<file path="config.mk">
export PLATFORM = sky130hd
export DESIGN_NAME = tpu_tile_scheduler_flat
export DESIGN_NICKNAME = d
export VERILOG_FILES = /design/src/rtl/tpu_pkg.sv /design/src/rtl/tpu_tile_scheduler_if.sv /design/src/rtl/tpu_tile_addr_gen.sv /design/src/rtl/tpu_tile_scheduler.sv /design/src/flat_wrapper.sv
export SDC_FILE = /design/constraint.sdc
export NUM_CORES = 1
export LEC_CHECK = 0
export BUFFER_PORTS_ARGS = -buffer_cell sky130_fd_sc_hd__buf_4
export CORE_ASPECT_RATIO = 0.75
export CORE_MARGIN = 8
export CORE_UTILIZATION = 25
export CTS_CLUSTER_SIZE = 28
export DETAILED_ROUTE_END_ITERATION = 10
export GPL_TIMING_DRIVEN = 0
export SKIP_CTS_REPAIR_TIMING = 1
export SLEW_MARGIN = 20
export SYNTH_ARGS = -nofsm -noshare
export SYNTH_HDL_FRONTEND = slang
export SYNTH_HIERARCHICAL = 1
export SYNTH_SLANG_ARGS = --single-unit
</file>
<file path="constraint.sdc">
create_clock -name clk -period 3.6 [get_ports clk]
set_input_delay 0.18 -clock clk [delete_from_list [all_inputs] [get_ports clk]]
set_output_delay 0.18 -clock clk [all_outputs]
set_load 0.01 [all_outputs]
</file>
<file path="src/rtl/tpu_pkg.sv">
// Shared definitions for the tile scheduler slice.
// TILE     : systolic array edge (tile rows/columns).
// IDX_W    : buffer index width for A/B/C base indices.
// state_t  : scheduler FSM states.
// ceil_div4: number of 4-wide tiles needed to cover an 8-bit dimension.
package tpu_pkg;

    localparam int unsigned TILE  = 4;
    localparam int unsigned IDX_W = 12;

    typedef enum logic [2:0] {
        IDLE,
        SETUP,
        ISSUE,
        WAIT,
        FINISH
    } state_t;

    function automatic logic [6:0] ceil_div4(input logic [7:0] d);
        logic [8:0] s;
        s = {1'b0, d} + 9'd3;
        return s[8:2];
    endfunction

endpackage

</file>
<file path="src/rtl/tpu_tile_scheduler_if.sv">
// Host start/status and engine tile-command signals of the tile scheduler.
// master : scheduler side (drives busy/done and the tile command).
// slave  : host + engine side (drives start, dims, tile_ready, tile_done).
interface tpu_tile_scheduler_if;
    import tpu_pkg::*;

    logic             in_valid;
    logic [7:0]       K;
    logic [7:0]       M;
    logic [7:0]       N;
    logic             busy;
    logic             done;
    logic             tile_valid;
    logic             tile_ready;
    logic [IDX_W-1:0] tile_a_base;
    logic [IDX_W-1:0] tile_b_base;
    logic [IDX_W-1:0] tile_c_base;
    logic [2:0]       tile_rows;
    logic [2:0]       tile_cols;
    logic [7:0]       tile_k;
    logic             tile_last;
    logic             tile_done;

    modport master (
        input  in_valid, K, M, N, tile_ready, tile_done,
        output busy, done, tile_valid, tile_a_base, tile_b_base, tile_c_base,
               tile_rows, tile_cols, tile_k, tile_last
    );

    modport slave (
        output in_valid, K, M, N, tile_ready, tile_done,
        input  busy, done, tile_valid, tile_a_base, tile_b_base, tile_c_base,
               tile_rows, tile_cols, tile_k, tile_last
    );

endinterface

</file>
<file path="src/rtl/tpu_tile_addr_gen.sv">
// Tile walker: m/n tile counters, incremental A/B/C base registers and the
// registered rows/cols/last of the current tile.
// clk, reset          : clock, synchronous active-high reset
// clear               : restart the walk at tile (0,0) for the latched dims
// step                : advance to the next tile (m inner, n outer)
// k_dim, m_dim, n_dim : latched problem dimensions
// a_base/b_base/c_base: buffer indices of the current tile (mod 2^IDX_W)
// rows, cols, last    : valid rows/cols of the current tile, final-tile flag
module tpu_tile_addr_gen
    import tpu_pkg::*;
(
    input  logic             clk,
    input  logic             reset,
    input  logic             clear,
    input  logic             step,
    input  logic [7:0]       k_dim,
    input  logic [7:0]       m_dim,
    input  logic [7:0]       n_dim,
    output logic [IDX_W-1:0] a_base,
    output logic [IDX_W-1:0] b_base,
    output logic [IDX_W-1:0] c_base,
    output logic [2:0]       rows,
    output logic [2:0]       cols,
    output logic             last
);

    logic [6:0]       mt, nt;
    logic [6:0]       m_idx, n_idx, m_nx, n_nx;
    logic [7:0]       rem_m, rem_n, rem_m_nx, rem_n_nx;
    logic [IDX_W-1:0] c_row, c_row_nx, a_nx, b_nx, c_nx;
    logic [IDX_W-1:0] k_ext, m_ext;

    assign mt    = ceil_div4(m_dim);
    assign nt    = ceil_div4(n_dim);
    assign k_ext = IDX_W'(k_dim);
    assign m_ext = IDX_W'(m_dim);

    function automatic logic [2:0] clamp_tile(input logic [7:0] r);
        return (r >= 8'(TILE)) ? 3'(TILE) : r[2:0];
    endfunction

    // rem_m/rem_n hold M-4m and N-4n so rows/cols need no multiply.
    always_comb begin
        m_nx     = m_idx;
        n_nx     = n_idx;
        a_nx     = a_base;
        b_nx     = b_base;
        c_nx     = c_base;
        c_row_nx = c_row;
        rem_m_nx = rem_m;
        rem_n_nx = rem_n;
        if (clear) begin
            m_nx     = '0;
            n_nx     = '0;
            a_nx     = '0;
            b_nx     = '0;
            c_nx     = '0;
            c_row_nx = '0;
            rem_m_nx = m_dim;
            rem_n_nx = n_dim;
        end else if (step) begin
            if (m_idx + 7'd1 < mt) begin
                m_nx     = m_idx + 7'd1;
                a_nx     = a_base + k_ext;
                c_nx     = c_base + IDX_W'(TILE);
                rem_m_nx = rem_m - 8'(TILE);
            end else begin
                m_nx     = '0;
                n_nx     = n_idx + 7'd1;
                a_nx     = '0;
                b_nx     = b_base + k_ext;
                c_row_nx = c_row + m_ext;
                c_nx     = c_row_nx;
                rem_m_nx = m_dim;
                rem_n_nx = rem_n - 8'(TILE);
            end
        end
    end

    always_ff @(posedge clk) begin
        if (reset) begin
            m_idx  <= '0;
            n_idx  <= '0;
            a_base <= '0;
            b_base <= '0;
            c_base <= '0;
            c_row  <= '0;
            rem_m  <= '0;
            rem_n  <= '0;
            rows   <= '0;
            cols   <= '0;
            last   <= 1'b0;
        end else begin
            m_idx  <= m_nx;
            n_idx  <= n_nx;
            a_base <= a_nx;
            b_base <= b_nx;
            c_base <= c_nx;
            c_row  <= c_row_nx;
            rem_m  <= rem_m_nx;
            rem_n  <= rem_n_nx;
            rows   <= clamp_tile(rem_m_nx);
            cols   <= clamp_tile(rem_n_nx);
            last   <= (m_nx == mt - 7'd1) && (n_nx == nt - 7'd1);
        end
    end

endmodule

</file>
<file path="src/rtl/tpu_tile_scheduler.sv">
// Walks all (m, n) output tiles of a KxMxN int8 GEMM, issuing one command per
// tile to the systolic engine and waiting for its completion pulse.
// clk   : single clock, rising edge
// reset : synchronous, active-high
// bus   : start/dims in, busy/done out, tile command valid/ready + tile_done
module tpu_tile_scheduler
    import tpu_pkg::*;
(
    input  logic                 clk,
    input  logic                 reset,
    tpu_tile_scheduler_if.master bus
);

    state_t     state;
    logic [7:0] k_q, m_q, n_q;
    logic       clear, step;

    assign clear      = (state == SETUP);
    // The final tile never steps the walker; FINISH follows instead.
    assign step       = (state == WAIT) && bus.tile_done && !bus.tile_last;
    assign bus.tile_k = k_q;

    tpu_tile_addr_gen u_addr_gen (
        .clk    (clk),
        .reset  (reset),
        .clear  (clear),
        .step   (step),
        .k_dim  (k_q),
        .m_dim  (m_q),
        .n_dim  (n_q),
        .a_base (bus.tile_a_base),
        .b_base (bus.tile_b_base),
        .c_base (bus.tile_c_base),
        .rows   (bus.tile_rows),
        .cols   (bus.tile_cols),
        .last   (bus.tile_last)
    );

    always_ff @(posedge clk) begin
        if (reset) begin
            state          <= IDLE;
            bus.busy       <= 1'b0;
            bus.done       <= 1'b0;
            bus.tile_valid <= 1'b0;
            k_q            <= '0;
            m_q            <= '0;
            n_q            <= '0;
        end else begin
            bus.done <= 1'b0;
            case (state)
                // busy is already low in FINISH, so a new job may start there.
                IDLE, FINISH: begin
                    state <= IDLE;
                    if (bus.in_valid) begin
                        k_q      <= bus.K;
                        m_q      <= bus.M;
                        n_q      <= bus.N;
                        bus.busy <= 1'b1;
                        state    <= SETUP;
                    end
                end
                SETUP: begin
                    if (k_q == 8'd0 || m_q == 8'd0 || n_q == 8'd0) begin
                        bus.busy <= 1'b0;
                        bus.done <= 1'b1;
                        state    <= FINISH;
                    end else begin
                        bus.tile_valid <= 1'b1;
                        state          <= ISSUE;
                    end
                end
                ISSUE: begin
                    if (bus.tile_ready) begin
                        bus.tile_valid <= 1'b0;
                        state          <= WAIT;
                    end
                end
                WAIT: begin
                    if (bus.tile_done) begin
                        if (bus.tile_last) begin
                            bus.busy <= 1'b0;
                            bus.done <= 1'b1;
                            state    <= FINISH;
                        end else begin
                            bus.tile_valid <= 1'b1;
                            state          <= ISSUE;
                        end
                    end
                end
                default: state <= IDLE;
            endcase
        end
    end

endmodule

</file>
<file path="src/flat_wrapper.sv">
// flat-port wrapper written by rule: the top's interface ports become plain ports
module tpu_tile_scheduler_flat import tpu_pkg::*;
  (clk, reset, bus_in_valid, bus_K, bus_M, bus_N, bus_tile_ready, bus_tile_done, bus_busy, bus_done, bus_tile_valid, bus_tile_a_base, bus_tile_b_base, bus_tile_c_base, bus_tile_rows, bus_tile_cols, bus_tile_k, bus_tile_last);
  tpu_tile_scheduler_if bus_i ();
  input  logic clk;
  input  logic reset;
  input wire logic [$bits(bus_i.in_valid)-1:0] bus_in_valid;
  input wire logic [$bits(bus_i.K)-1:0] bus_K;
  input wire logic [$bits(bus_i.M)-1:0] bus_M;
  input wire logic [$bits(bus_i.N)-1:0] bus_N;
  input wire logic [$bits(bus_i.tile_ready)-1:0] bus_tile_ready;
  input wire logic [$bits(bus_i.tile_done)-1:0] bus_tile_done;
  output wire logic [$bits(bus_i.busy)-1:0] bus_busy;
  output wire logic [$bits(bus_i.done)-1:0] bus_done;
  output wire logic [$bits(bus_i.tile_valid)-1:0] bus_tile_valid;
  output wire logic [$bits(bus_i.tile_a_base)-1:0] bus_tile_a_base;
  output wire logic [$bits(bus_i.tile_b_base)-1:0] bus_tile_b_base;
  output wire logic [$bits(bus_i.tile_c_base)-1:0] bus_tile_c_base;
  output wire logic [$bits(bus_i.tile_rows)-1:0] bus_tile_rows;
  output wire logic [$bits(bus_i.tile_cols)-1:0] bus_tile_cols;
  output wire logic [$bits(bus_i.tile_k)-1:0] bus_tile_k;
  output wire logic [$bits(bus_i.tile_last)-1:0] bus_tile_last;
  assign bus_i.in_valid = bus_in_valid;
  assign bus_i.K = bus_K;
  assign bus_i.M = bus_M;
  assign bus_i.N = bus_N;
  assign bus_i.tile_ready = bus_tile_ready;
  assign bus_i.tile_done = bus_tile_done;
  assign bus_busy = bus_i.busy;
  assign bus_done = bus_i.done;
  assign bus_tile_valid = bus_i.tile_valid;
  assign bus_tile_a_base = bus_i.tile_a_base;
  assign bus_tile_b_base = bus_i.tile_b_base;
  assign bus_tile_c_base = bus_i.tile_c_base;
  assign bus_tile_rows = bus_i.tile_rows;
  assign bus_tile_cols = bus_i.tile_cols;
  assign bus_tile_k = bus_i.tile_k;
  assign bus_tile_last = bus_i.tile_last;
  tpu_tile_scheduler u_core (.clk(clk), .reset(reset), .bus(bus_i));
endmodule
</file>
== After elaboration in Yosys (flattened, before gate mapping) ==
Cells that the tools add are included.
Word-level totals
  logic and storage cells: 106
  input port bits: 29
  register bits after elaboration: 115
Operators by class
  order comparisons: 3
  muxes and demuxes: 36
  equality and inequality tests: 13
  bitwise operators: 1
  add/subtract/negate cells: 12
  reduce and logical (&&, ||, !) cells: 21
Operators with widths (number)
  $mux 8: 6
  $mux 7: 6
  $add 12x8->12: 3
  $logic_not 8->1: 3
  $mux 12: 2
  $add 8x2->9 const B: 2
  $mux 3: 6
  $ge 8x3->1 const B: 2
  $sub 8x3->8 const B: 2
  $add 7x1->7 const B: 2
  $eq 7x7->1: 2
  $ne 2x2->1 const B: 7
  $sub 7x1->7 const B: 2
  $add 12x3->12 const B: 1
  $mux 1: 12
  $pmux 3 s4: 1
  $reduce_and 5->1: 2
  $reduce_or 2->1: 4
  $lt 7x7->1: 1
  $eq 3x2->1 const B: 2
  $pmux 1 s3: 2
  $reduce_and 2->1: 3
  $reduce_bool 3->1: 2
  $eq 3x1->1 const B: 1
  other kinds (7): 10

== Depth between registers and ports, before layout ==
  depth in word-level cells: 7
  depth in mapped cells: 15

== Modules after synthesis ==
The synthesis kept the hierarchy.
By module, submodules not included
  tpu_tile_addr_gen: instances 1, area an instance 5566.6 sq um, cells each 683, seq. area each 1701.6 sq um
  tpu_tile_scheduler: instances 1, area an instance 1202.4 sq um, cells each 149, seq. area each 600.6 sq um

== Worst setup path after synthesis ==
No wires, ideal clock.
  path kind: reg-to-reg
  start: register u_core.m_q[2]
  end: register u_core.u_addr_gen.last
  setup slack: 117 ps
  data required time: 3512 ps
  data arrival time: 3395 ps
  setup time: 88 ps
  stages on the path, launching flop included: 14
  buffers on the path: 0
  cells stage by stage: dfxtp_1 > o21a_4 > nand2_1 > xor2_1 > ha_1 > nor3b_1 > mux2_4 > o31ai_4 > o21ba_2 > a31oi_1 > xor2_1 > or4_1 > a32o_1 > nor4_2
Between the ends
  word-level cells in the longest chain between the ends: 7
  elaborated cells between the ends (all ways): 12
  those cells by class: 2 x add/sub; 1 x order compare; 2 x eq/ne; 6 x mux; 1 x reduce/logical
Ends and longest elaborated chain
  from (decl): RTL line tpu_tile_scheduler.sv:15  | logic [7:0] k_q, m_q, n_q;
  from (signal assigned): RTL line tpu_tile_scheduler.sv:56  | m_q <= bus.M;
  $add 8x2->9 (*): RTL line tpu_pkg.sv:21  | s = {1'b0, d} + 9'd3;
  $lt 7x7->1: RTL line tpu_tile_addr_gen.sv:62  | if (m_idx + 7'd1 < mt) begin
  $mux 7: RTL line tpu_tile_addr_gen.sv:62
  $mux 7: RTL line tpu_tile_addr_gen.sv:61  | end else if (step) begin
  $mux 7: RTL line tpu_tile_addr_gen.sv:52  | if (clear) begin
  $eq 7x7->1: RTL line tpu_tile_addr_gen.sv:104  | last <= (m_nx == mt - 7'd1) && (n_nx == nt - 7'd1);
  $logic_and 1x1->1 (*): RTL line tpu_tile_addr_gen.sv:104
  to (signal assigned): RTL line tpu_tile_addr_gen.sv:104
  to (decl): RTL line tpu_tile_addr_gen.sv:24  | output logic last
Every way passes the cells marked *; elsewhere a longest branch is shown, timed or not.
A chain may end at the register's enable or synchronous reset.

== Worst setup path after layout ==
  start: register u_core.m_q[0]
  end: register u_core.u_addr_gen.last
Same word-level chain as after synthesis.

==> impl_metrics.toml <==
[run_status]
outcome = "finished, violations left"
violations = "negative setup slack"

[yosys]
synth-simple-area-share_pct = 24.16
muxShareOfSynthArea_pct = 1.423
syn_inst = 832
syn-cell-area_um2 = 6769
synth_top_family_by_area = "simple AND/OR/NAND/NOR gates"
synth_top_area_share_pct = 34.01
yosys.cell_types.count = 83
yosys_warnings = 6
synth_edf_count = 0
yosys-top-cells-area = "dfxtp_1, nand2_1, ha_1"
synth_commonest_cells = "nand2_1, dfxtp_1, nor2_1"
async_flop_share_pct = 0
synth_area_per_cell_um2 = 8.136
syn-num-nets = 899
synthAdderAreaFrac_pct = 7.357
synth_top_area_cell = "dfxtp_1"
synth-xor-area-share_pct = 9.519
synth.most_common_cell = "nand2_1"
synth-main-ff-cell = "dfxtp_1"
synth_compound_area_share_pct = 19.24
yosysSeqAreaShare_pct = 34.01
ys_ff_latch = 115

[placement]
port_buffers = 82
gp_congestion = 0.8655
dp_cells = 1265
hpwl_um = 16190

[min_path]
hold_path.class = "in2reg"

[route]
drt_first_pass_iters = 5
wire_per_inst_um = 16.41
drt-initial-drc-count = 497
ant_nets = 0
drc = 0
vias_per_cell = 4.841
via_count = 6380
totalWireLength_um = 21630

[power_and_ir_drop]
netSwitchingFraction_pct = 29.19
leakage_nw = 3.462
switchingPower_w = 0.001024
intPower_w = 0.002484
ir_drop_v = 0.0002136
combPwrFrac_pct = 18.2
p_per_area_nw_per_um2 = 398.9
seqPwrFrac_pct = 39.0
p_clk_share_pct = 42.8

[cts]
htreeDepth = 4
cts_tree = "built"
numCtsBuffers = 17
clk_latency_ps = 420
cts_root_buf = "clkbuf_16"
clk_path_buf_depth = 2
clk_pin_slew_worst_paths_ps = 60
cts_sinks = 115

[setup_path]
cp-start-kind = "register"
worstSetupEndpointType = "register"
cp.arrival_ps = 3980
timing.rr.end = "u_core/u_addr_gen/last"
rrSetupSlack_ps = -60
crit_path_max_fanout = 5
crit_type = "reg2reg"
r2r-start = "u_core/m_q[0]"
cp.required_ps = 3910
critical_path.endpoint = "u_core/u_addr_gen/last"
rr_worst_depth = 14
crit_start = "u_core/m_q[0]"

[floorplan]
die_h_um = 158.5
num_rows = 52
start_util_pct = 25.25
die_width_um = 206.0
die_area_um2 = 32650
coreArea_um2 = 26810
ioPinCount = 83

[global_route]
gr-total-overflow = 0
grt_pass1_wl_um = 33380
grt_pass1_vias = 6042
antenna_found_initial = 0
grtUsageTotal_pct = 13.03
grt_max_degree = 17

[layout]
area_growth_pct = 29.91
final_nets = 1023
drive_gt1_share_pct = 22.34
fillerInstances = 2819
layout.cells.non_filler = 1318
diodes = 0

[sta]
clock_skew_ps = 9.499
grt_setup_unrepaired = "yes"
worst_pin_slew_ps = 683.0
finalSetupTns_ps = -62.85
fmax_mhz = 273.0
fin_crit_ps = 3663
final_max_slew_viol_count = 0
fin_crit_sh_pct = 101.7
final_hold_viol_count = 0
layout_setup_ws_ps = -62.85
slew_headroom_pct = 54.47
finalHoldWorstSlack_ps = 10.69
setup-violations-final = 1

[run]
maxCapViolCount = 0
stage by stage:
stage	area, um^2	setup slack (ps)	util [%]	total power, W
after floorplan	6769	117.4	-	0.001776
after global placement	7824	-577.5	29.19	0.001956
after detailed placement	7824	-595.7	29.19	0.001963
after CTS	8344	-678.3	31.13	0.003471
after global routing	8793	-184.8	32.80	0.003670
final	8793	-62.85	32.80	0.003508
per-layer routing:
metal	global-route usage, %	share of wire (%)	vias to the layer above
li1	-	-	3143
met1	18.95	49	2996
met4	2.732	0.75	0
met2	18.62	42	226
met5	0	0	-
met3	3.762	7.9	15
layout make-up:
class / instances / area (um^2) / share of cell area [%]
Buffer: 36 / 191.4 / 2.177
Clock buffer: 21 / 460.4 / 5.236
Clock inverter: 9 / 60.06 / 0.6830
Inverter: 32 / 120.1 / 1.366
Multi-Input combinational cell: 648 / 4384 / 49.86
Sequential cell: 115 / 2328 / 26.48
Tap cell: 351 / 439.2 / 4.994
Timing Repair Buffer: 106 / 809.5 / 9.206
critical path: stages, from the launching register on:
cell and delay [ps]:
dfxtp_4 380, o21a_4 160, nand2_4 70, xor2_4 170
ha_4 190, nand2b_4 140, a2111oi_4 380, o31ai_4 160
buf_4 170, a21oi_4 170, o21ai_4 100, o31a_1 370
or4_4 500, a32o_2 300, nor4_4 280
power by group through the flow:
stage                     clock network [W]  registers [W]  logic [W]
after floorplan                           0        0.00138   0.000393
after global placement                    0        0.00140   0.000558
after detailed placement                  0        0.00140   0.000564
after CTS                           0.00153        0.00137   0.000569
after global routing                0.00160        0.00137   0.000701
final                               0.00150        0.00137   0.000639
cell families after synthesis:
family / count (synthesis)
buffers and inverters: 69
multiplexers: 9
XOR/XNOR: 72
adder cells (fa/ha/maj): 38
AND/OR/NAND/NOR: 335
AO/OA/AOI/OAI: 194
flip-flops: 115
flip-flops by register name, summed over array words and instances, names as in the netlist:
register	cells
u_core/u_addr_gen/m_idx	7
u_core/u_addr_gen/a_base	12
u_core/u_addr_gen/rem_n	8
u_core/n_q	8
u_core/bus.done	1
u_core/state	3
u_core/bus.busy	1
u_core/u_addr_gen/last	1
u_core/bus.tile_k	8
u_core/u_addr_gen/n_idx	7
u_core/bus.tile_valid	1
u_core/m_q	8
u_core/u_addr_gen/c_base	12
u_core/u_addr_gen/rows	3
u_core/u_addr_gen/b_base	12
u_core/u_addr_gen/rem_m	8
u_core/u_addr_gen/c_row	12
u_core/u_addr_gen/cols	3
cells in the final DEF (no fill, tap or decap), types with 6 or more instances in the layout:
cell,count
clkbuf_16,17
dfxtp_1,106
xor2_1,26
a21oi_1,74
o21a_1,8
buf_4,107
inv_1,30
nor3_1,15
nor2_1,74
ha_1,32
and3_1,6
and2_1,8
o21ai_0,31
o211ai_1,8
nand2_1,129
nor2b_1,9
mux2i_1,7
a21o_1,7
a211oi_1,8
clkbuf_1,19
nand3_1,23
or3_1,6
dfxtp_4,6
xnor2_1,41
nor4_1,8
worst min-delay path by stage:
stage | startpoint | endpoint | slack [ps] | depth (start not counted)
finish | bus_M[1] | u_core/m_q[1] | 10 | 3
global route | bus_K[0] | u_core/bus.tile_k[0] | 8 | 3
CTS | bus_N[0] | u_core/n_q[0] | 0.5 | 3
detailed placement | bus_N[0] | u_core/n_q[0] | 440 | 3
global placement | bus_N[0] | u_core/n_q[0] | 440 | 3
floorplan | bus_M[3] | u_core/m_q[3] | 320 | 2
(Power assumes the default switching activity.)
